`src/rtl/three_way_switch_debouncer_pkg.sv`:
```
// Shared definitions for the three-way switch debouncer: channel FSM
// state encoding, default debounce length and channel count.
package three_way_pkg;

   typedef enum logic {
      ST_STABLE = 1'b0,
      ST_CHECK  = 1'b1
   } db_state_t;

   // 10 ms at 50 MHz.
   localparam int DEFAULT_DEBOUNCE_CYCLES = 500000;
   localparam int NUM_SWITCHES            = 3;

endpackage : three_way_pkg

```
`src/rtl/three_way_switch_debouncer_ch.sv`:
```
// One debounced switch channel: two-flop synchroniser, qualification
// counter and a two-state FSM. sw_db only changes after DEBOUNCE_CYCLES
// consecutive synchronised samples that differ from it.
module switch_debounce_ch
   import three_way_pkg::*;
#(
   parameter int DEBOUNCE_CYCLES = DEFAULT_DEBOUNCE_CYCLES,
   parameter int CNT_W           = $clog2(DEBOUNCE_CYCLES + 1)
) (
   input  logic clk,
   input  logic rst_n,
   input  logic sw_raw,
   output logic sw_db,
   output logic sw_toggle
);

   localparam logic [CNT_W-1:0] CNT_LAST = CNT_W'(DEBOUNCE_CYCLES - 1);

   logic             sync1_q;
   logic             sync2_q;
   db_state_t        state_q,  state_d;
   logic [CNT_W-1:0] cnt_q,    cnt_d;
   logic             db_q,     db_d;
   logic             toggle_q, toggle_d;
   logic             accept;

   // The new level has been seen for the full qualification window.
   assign accept = (state_q == ST_CHECK) && (sync2_q != db_q) && (cnt_q == CNT_LAST);

   // State register: synchroniser chain, FSM state, counter and registered outputs.
   // NOTE: the reset is in the sensitivity list so assertion clears every flop at
   // once, without waiting for a clock edge.
   always_ff @(posedge clk or negedge rst_n) begin
      if (!rst_n) begin
         sync1_q  <= 1'b0;
         sync2_q  <= 1'b0;
         state_q  <= ST_STABLE;
         cnt_q    <= '0;
         db_q     <= 1'b0;
         toggle_q <= 1'b0;
      end else begin
         // NOTE: non-blocking assignments let every flop sample the pre-edge
         // values, so sync2_q really is one cycle behind sync1_q.
         sync1_q  <= sw_raw;
         sync2_q  <= sync1_q;
         state_q  <= state_d;
         cnt_q    <= cnt_d;
         db_q     <= db_d;
         toggle_q <= toggle_d;
      end
   end

   // Next-state logic: count consecutive differing samples, abandon on any match.
   always_comb begin
      // NOTE: defaults first so every path assigns every output; no latches.
      state_d = state_q;
      cnt_d   = cnt_q;
      unique case (state_q)
         ST_STABLE: begin
            if (sync2_q != db_q) begin
               state_d = ST_CHECK;
               cnt_d   = CNT_W'(1);
            end else begin
               cnt_d   = '0;
            end
         end
         ST_CHECK: begin
            if (sync2_q == db_q) begin
               // Bounce back to the accepted level: restart from zero.
               state_d = ST_STABLE;
               cnt_d   = '0;
            end else if (cnt_q == CNT_LAST) begin
               // Terminal compare comes before the increment, so no wrap.
               state_d = ST_STABLE;
               cnt_d   = '0;
            end else begin
               cnt_d   = cnt_q + CNT_W'(1);
            end
         end
         default: begin
            state_d = ST_STABLE;
            cnt_d   = '0;
         end
      endcase
   end

   // Output logic: flip the accepted level and pulse toggle on qualification.
   always_comb begin
      db_d     = db_q;
      toggle_d = 1'b0;
      if (accept) begin
         db_d     = ~db_q;
         toggle_d = 1'b1;
      end
   end

   assign sw_db     = db_q;
   assign sw_toggle = toggle_q;

endmodule : switch_debounce_ch

```
`src/rtl/three_way_switch_debouncer.sv`:
```
// Front-end conditioning for the three-way light control: one independent
// debounce channel per switch plus an aggregate toggle pulse.
module three_way_switch_debouncer
   import three_way_pkg::*;
#(
   parameter int DEBOUNCE_CYCLES = DEFAULT_DEBOUNCE_CYCLES,
   parameter int CNT_W           = $clog2(DEBOUNCE_CYCLES + 1)
) (
   input  logic                    clk,
   input  logic                    rst_n,
   input  logic [NUM_SWITCHES-1:0] sw_raw,
   output logic [NUM_SWITCHES-1:0] sw_db,
   output logic [NUM_SWITCHES-1:0] sw_toggle,
   output logic                    any_toggle
);

   for (genvar i = 0; i < NUM_SWITCHES; i++) begin : g_ch
      switch_debounce_ch #(
         .DEBOUNCE_CYCLES (DEBOUNCE_CYCLES),
         .CNT_W           (CNT_W)
      ) u_ch (
         .clk       (clk),
         .rst_n     (rst_n),
         .sw_raw    (sw_raw[i]),
         .sw_db     (sw_db[i]),
         .sw_toggle (sw_toggle[i])
      );
   end

   // Straight from the toggle registers: no extra cycle of latency.
   assign any_toggle = |sw_toggle;

endmodule : three_way_switch_debouncer

```
`config.mk`:
```
export PLATFORM = sky130hd
export DESIGN_NAME = three_way_switch_debouncer
export DESIGN_NICKNAME = d
export VERILOG_FILES = /design/src/rtl/three_way_switch_debouncer_pkg.sv /design/src/rtl/three_way_switch_debouncer_ch.sv /design/src/rtl/three_way_switch_debouncer.sv
export SDC_FILE = /design/constraint.sdc
export NUM_CORES = 1
export LEC_CHECK = 0
export CAP_MARGIN = 30
export CORE_UTILIZATION = 27
export CTS_CLUSTER_DIAMETER = 200
export DETAILED_ROUTE_END_ITERATION = 7
export HOLD_SLACK_MARGIN = 0.03
export PLACE_DENSITY = 0.43
export SLEW_MARGIN = 25
export SYNTH_ARGS = -nofsm -noshare
export SYNTH_HDL_FRONTEND = slang
export SYNTH_SLANG_ARGS = --single-unit
```
`constraint.sdc`:
```
create_clock -name clk -period 2.65 [get_ports clk]
set_input_delay 0.3975 -clock clk [delete_from_list [all_inputs] [get_ports clk]]
set_output_delay 0.3975 -clock clk [all_outputs]
set_load 0.02 [all_outputs]
```
==> out/metrics.csv, run 1 <==
metric,value,unit
Internal,2.06,mW
Post-Synth XOR/XNOR Area,0.119,
max-slew violation count,0,
min cycle time layout,2120,ps
Max clock buf depth,2,
hold_buf cts,0,
RD Place Congestion,0.750,
CP Class,reg -> out,
hpwl dp,4.70,mm
Leak,1.49,nW
combinational family with the most area after synthesis,simple AND/OR/NAND/NOR gates,
IO buf count,11,
clock power share,0.519,
fin nets,363,
finished layout cell area,0.00404,sq mm
"FF+latch count, synth",72,
RSZ-0062 raised after global routing,false,
Comb pwr share,0.039,
root cell of the clock tree,clkbuf_16,
DR WL met2,3.11,mm
initial antenna violation count,0,
Antenna Nets Post-Route,0,
Setup TNS,0,ps
Residual DRC,0,
IO Pins,12,
Yosys top cell area share,0.521,
met3 routed WL,205,um
post-synthesis adder-cell area fraction,0.0109,
"Setup violations, final",0,
Synth top cells by count,"dfrtp_1 (72), nor2_1 (51), xnor2_1 (31), nand3_1 (23), nand2_1 (21)",
clock skew,6.45,ps
CTS Sinks,72,
GRT Total Usage,0.123,
period utilization,0.801,
count of cell types in the netlist,42,
post-synthesis compound-gate area fraction,0.0521,
first-pass GRT wire length,12.4,mm
worst path cell trace,"or3_1, clkdlybuf4s50_1",
TritonCTS clock tree,built,
crit-path max FO,2,
Syn Inst Count,344,
ant diodes,0,
Mapped Nets,352,
Hold WC Path Type,in -> async,
vias after detailed routing,2444,
worst skew pair latency,340,ps
pre-CTS setup slack,583,ps
Flop pwr share,0.442,
register area share after synthesis,0.521,
Mapped Avg Cell Area,10.1,sq um
WL/cell,13.3,um
H-tree depth,3,
DR vias/cell,4.63,
Slew headroom,0.546,
CP Capture Type,primary output,
# rows,40,
Min Hold Slack,65.7,ps
post-synthesis mux area share,0,
critical path's slowest cell,clkdlybuf4s50_1,
most numerous cell in the Yosys netlist,dfrtp_1,
post-CTS sizing,0,
Post-synth EDFFs,0,
sw frac,0.206,
Worst Slack Setup Final,527,ps
NetSw,534,uW
Least-Margin Pin Slew,681,ps
drt first pass iters,4,
"Remaining Overflow, GRT",0,
met1 wire length,3.50,mm
number of post-CTS setup repair buffers,0,
Initial Util,0.282,
DIE AREA,0.0133,sq mm
largest net degree at the start of global routing,73,
number of global-route vias before repair,2474,
max_cap viols,0,
Iteration-0 DRC Markers,186,
Mapped Area,0.00346,sq mm
top sig layer,met4,
DRT Wirelength,7.00,mm
Max Freq,471,MHz
Area contributors post-synth,"dfrtp_1 (52%), xnor2_1 (7.9%), nor2_1 (5.5%), xor2_1 (4.1%), nand3_1 (3.3%)",
dominant cell type by area after synthesis,dfrtp_1,
synth warn,0,
share of layout cells above drive strength 1,0.0750,
PD cells,642,mW/mm^2
core footprint,0.0123,sq mm
status,"finished, final reports clean",
Startpoint Class,register,
clk slew on worst S/H paths,60,ps
Crit path required time,2250,ps
placed cell area,0.00370,sq mm
asr flop ratio synth,1.00,
Die Y,115,um
total power,2.59,mW
Die Span X,115,um
Final Hold Fails,0,
Critical Path Max Stage Delay,560,ps
maximum vdd drop,0.227,mV
most common flop cell mapped by yosys,dfrtp_1,
Num CTS Buffers,9,
area grow syn2layout,16.8,%
simple-gate share of the synthesized area,0.260,
"Arr. time, crit path",1730,ps
-- final timing paths --
| path | startpoint | end | slack [ps] | cells past startpoint |
|---|---|---|---|---|
| setup / recovery | g_ch[1].u_ch.sw_toggle | any_toggle | 530 | 2 |
| hold / removal | rst_n | g_ch[1].u_ch.cnt_q[7] | 70 | 1 |
| setup reg to reg | g_ch[2].u_ch.cnt_q[0] | g_ch[2].u_ch.cnt_q[17] | 580 | 6 |
| hold reg to reg | g_ch[0].u_ch.sync1_q | g_ch[0].u_ch.sync2_q | 350 | 0 |
| max in group asynchronous | rst_n | g_ch[2].u_ch.cnt_q[8] | 2100 | 1 |
| min in group clk | g_ch[0].u_ch.sync1_q | g_ch[0].u_ch.sync2_q | 350 | 0 |
-- metal layers --
| metal | vias to the layer above | GRT usage |
|---|---|---|
| met1 | 1155 | 0.161 |
| met2 | 43 | 0.188 |
| li1 | 1232 | - |
| met4 | 0 | 0.0701 |
| met3 | 14 | 0.0290 |
| met5 | - | 0 |
-- power by group through the flow --
stage / Sequential (mW) / Combinational (mW) / Clock, mW
5_1_grt: 1.15 / 0.122 / 1.44
4_1_cts: 1.15 / 0.104 / 1.39
3_5_place_dp: 1.17 / 0.104 / 0
3_3_place_gp: 1.17 / 0.105 / 0
2_1_floorplan: 1.16 / 0.0574 / 0
6_report: 1.15 / 0.101 / 1.35
-- area by class of cell --
class,instances,area (sq um)
multi-input combinational,250,1530
clock buffer,14,274
inverter,8,30.0
timing repair buffer,14,134
fill,1265,8220
tap,168,210
sequential,72,1800
clock inverter,2,60.1
-- layout by cell type, fill, tap and decap left out, types with 10 or more instances in the layout --
cell type and n:
nor4_1 14, nand4_1 16, xor2_1 16, nor2_1 51
nor3_1 13, dfrtp_1 72, clkdlybuf4s50_1 10, xnor2_1 31
nand2_1 21, nand3_1 23
-- sequential cells by signal, summed over array words and instances (netlist names) --
name                 flops
g_ch.u_ch.cnt_q         57
g_ch.u_ch.state_q        3
g_ch.u_ch.sw_db          3
g_ch.u_ch.sw_toggle      3
g_ch.u_ch.sync1_q        3
g_ch.u_ch.sync2_q        3
-- critical path: cells and delay by family, from the launching register on --
family | cells | cell delay [ps]
and+or+nand+nor | 1 | 430
DFF | 1 | 400
buffers and inverters | 1 | 560
-- cells by family after synthesis --
| family | after synthesis |
|---|---|
| AND/OR/NAND/NOR | 172 |
| flip-flops | 72 |
| XOR/XNOR | 47 |
| AO/OA/AOI/OAI | 28 |
| buffers and inverters | 22 |
| adder cells (fa/ha/maj) | 3 |
-- through the flow --
step / cells / util
final: 528 / 0.329
after global routing: 528 / 0.329
after CTS: 528 / 0.329
after detailed placement: 512 / 0.302
after global placement: 512 / 0.302
after floorplan: 344 / -
No activity file was read; power rests on OpenSTA's default activity.
==> run 2, diff against run 1 <==
--- a/config.mk
+++ b/config.mk
@@ -10,7 +10,7 @@
 export CTS_CLUSTER_DIAMETER = 200
 export DETAILED_ROUTE_END_ITERATION = 7
 export HOLD_SLACK_MARGIN = 0.03
-export PLACE_DENSITY = 0.43
+export PLACE_DENSITY = 0.44
 export SLEW_MARGIN = 25
 export SYNTH_ARGS = -nofsm -noshare
 export SYNTH_HDL_FRONTEND = slang
==> constraint.sdc (replaced) <==
create_clock -name clk -period 1.7 [get_ports clk]
set_input_delay 0.255 -clock clk [delete_from_list [all_inputs] [get_ports clk]]
set_output_delay 0.255 -clock clk [all_outputs]
set_load 0.02 [all_outputs]
==> run 2 against run 1 <==
Net effect: global-route usage is 0.59 points higher; critical path type is now reg -> reg; critical endpoint is now g_ch[2].u_ch.cnt_q[14]; design area is 10% higher; clock power is 26% higher; clock skew is 1.0 ps lower; total power is 44% higher; flip-flop and latch count stayed put; die area stayed put; hold slack better by 280 ps; register-to-register slack worse by 520 ps; core utilization is 3.5 points higher; first-iteration DRC count is 22% lower.
==> out/metrics.csv, run 2 (same netlist as run 1, synthesis figures left out) <==
metric,value,unit
status,"finished, final reports clean",
"Arr. time, crit path",1870,ps
Die Span X,115,um
R2R Setup Slk,60,ps
Final Hold Fails,0,
maximum vdd drop,0.429,mV
# rows,40,
Leak,1.71,nW
"Setup violations, final",0,
"commonest non-fill, non-tap cell in the layout",dfrtp_1,
most frequent cells in the layout,"dfrtp_1 (66), nor2_1 (45), buf_4 (38)",
Antenna Nets Post-Route,0,
DIE AREA,0.0133,sq mm
Startpoint Class,register,
RSZ-0062 raised after global routing,true,
min cycle time layout,1640,ps
DRT Wirelength,7.66,mm
CP endpoint,g_ch[2].u_ch.cnt_q[14],
Internal,2.84,mW
hpwl dp,5.17,mm
Flop pwr share,0.478,
clock skew,5.40,ps
max-slew violation count,0,
post-layout util,0.364,
Iteration-0 DRC Markers,145,
area occupied by multi-input gates,0.00167,sq mm
fin cells,569,
cells on worst reg2reg path,6,
Slew headroom,0.757,
placed insts,541,
IO Pins,12,
Residual DRC,0,
number of global-route vias before repair,2750,
total power,3.73,mW
initial antenna violation count,0,
Hold WC Path Type,reg -> reg,
RD Place Congestion,0.765,
CP Class,reg -> reg,
Max Freq,608,MHz
share of layout cells above drive strength 1,0.239,
register area,0.00181,sq mm
ant diodes,0,
Max clock buf depth,2,
Worst Slack Setup Final,55.7,ps
max reg flops,57,
CP Capture Type,register,
area grow syn2layout,29.1,%
Worst R2R Start,g_ch[2].u_ch.cnt_q[0],
Min Hold Slack,349,ps
pre-CTS setup slack,-34.8,ps
clk slew on worst S/H paths,60,ps
GRT Total Usage,0.129,
period utilization,0.967,
max_cap viols,0,
TritonCTS clock tree,built,
RR Endpoint,g_ch[2].u_ch.cnt_q[14],
Crit path required time,1920,ps
Num CTS Buffers,9,
vias after detailed routing,2684,
H-tree depth,3,
Biggest register,g_ch.u_ch.cnt_q,
Comb pwr share,0.066,
CTS Sinks,72,
crit-path max FO,7,
fillers,1227,
"Remaining Overflow, GRT",0,
largest net degree at the start of global routing,50,
drt first pass iters,4,
Initial Util,0.282,
CP Launch Point,g_ch[2].u_ch.cnt_q[0],
WL/cell,13.5,um
Die Y,115,um
worst skew pair latency,330,ps
IO buf count,11,
fin nets,404,
NetSw,897,uW
PD cells,836,mW/mm^2
DR vias/cell,4.72,
sw frac,0.240,
core footprint,0.0123,sq mm
clock power share,0.456,
root cell of the clock tree,clkbuf_16,
Least-Margin Pin Slew,361,ps
first-pass GRT wire length,13.1,mm
[run 2: changes by cell type in the layout (fill, tap and decap cells not counted), sizes merged]
cell,delta
clkinv,+5
dlygate4sd3,+1
dlygate4sd2,+1
bufinv,-2
clkinvlp,+1
clkdlybuf4s50,-3
dlymetal6s2s,+2
clkbuf,-4
buf,+40
[run 2: what timing repair did]
item / CTS / global route
pin swaps: 0 / 12
gates resized for setup: 3 / 43
hold buffers: 1 / 0
buffers inserted: 1 / 9
endpoints found under the setup margin: 4 / 55
endpoints found under the hold margin: 23 / 0
gates cloned: 0 / 1
[run 2: cell type report]
| type | count | share of cell area |
|---|---|---|
| Inverter | 8 | 0.00673 |
| Clock inverter | 6 | 0.00813 |
| Tap cell | 168 | 0.0471 |
| Sequential cell | 72 | 0.405 |
| Timing Repair Buffer | 55 | 0.107 |
| Multi-Input combinational cell | 250 | 0.374 |
| Clock buffer | 10 | 0.0513 |
[run 2: critical path, cell delays in order (launching register included)]
cell and delay (ps):
dfrtp_1 350, ha_2 180, nand4_1 170, nand3b_1 300
o21bai_4 290, buf_8 200, nor2_1 50
[run 2: stage by stage]
stage / instance area, sq um / TNS [ps]
after floorplan: 3470 / 0
after global placement: 3940 / -33.7
after detailed placement: 3940 / -34.8
after CTS: 4230 / 0
after global routing: 4460 / -819
final: 4460 / 0
[run 2: per-layer routing]
metal	vias to the layer above	GRT usage	wire length [um]
met3	13	0.0269	203
met4	0	0.0719	170
met2	46	0.207	3690
li1	1306	-	-
met5	-	0	0
met1	1319	0.163	3590
[run 2: how the worst min path moves through the flow]
stage / startpoint / end / depth (start not counted)
final: g_ch[0].u_ch.sync1_q / g_ch[0].u_ch.sync2_q / 0
after CTS: sw_raw[1] / g_ch[1].u_ch.sync1_q / 1
after detailed placement: rst_n / g_ch[1].u_ch.cnt_q[15] / 1
after global placement: rst_n / g_ch[1].u_ch.cnt_q[15] / 1
after global routing: g_ch[1].u_ch.sync1_q / g_ch[1].u_ch.sync2_q / 0
after floorplan: rst_n / g_ch[0].u_ch.cnt_q[0] / 0
[run 2: power by group through the flow]
stage               clock (mW)  sequential [mW]  combinational, mW
detailed placement           0             1.81              0.199
global placement             0             1.81              0.199
global route              1.82             1.79              0.277
floorplan                    0             1.81             0.0919
finish                    1.70             1.79              0.245
CTS                       1.77             1.78              0.203
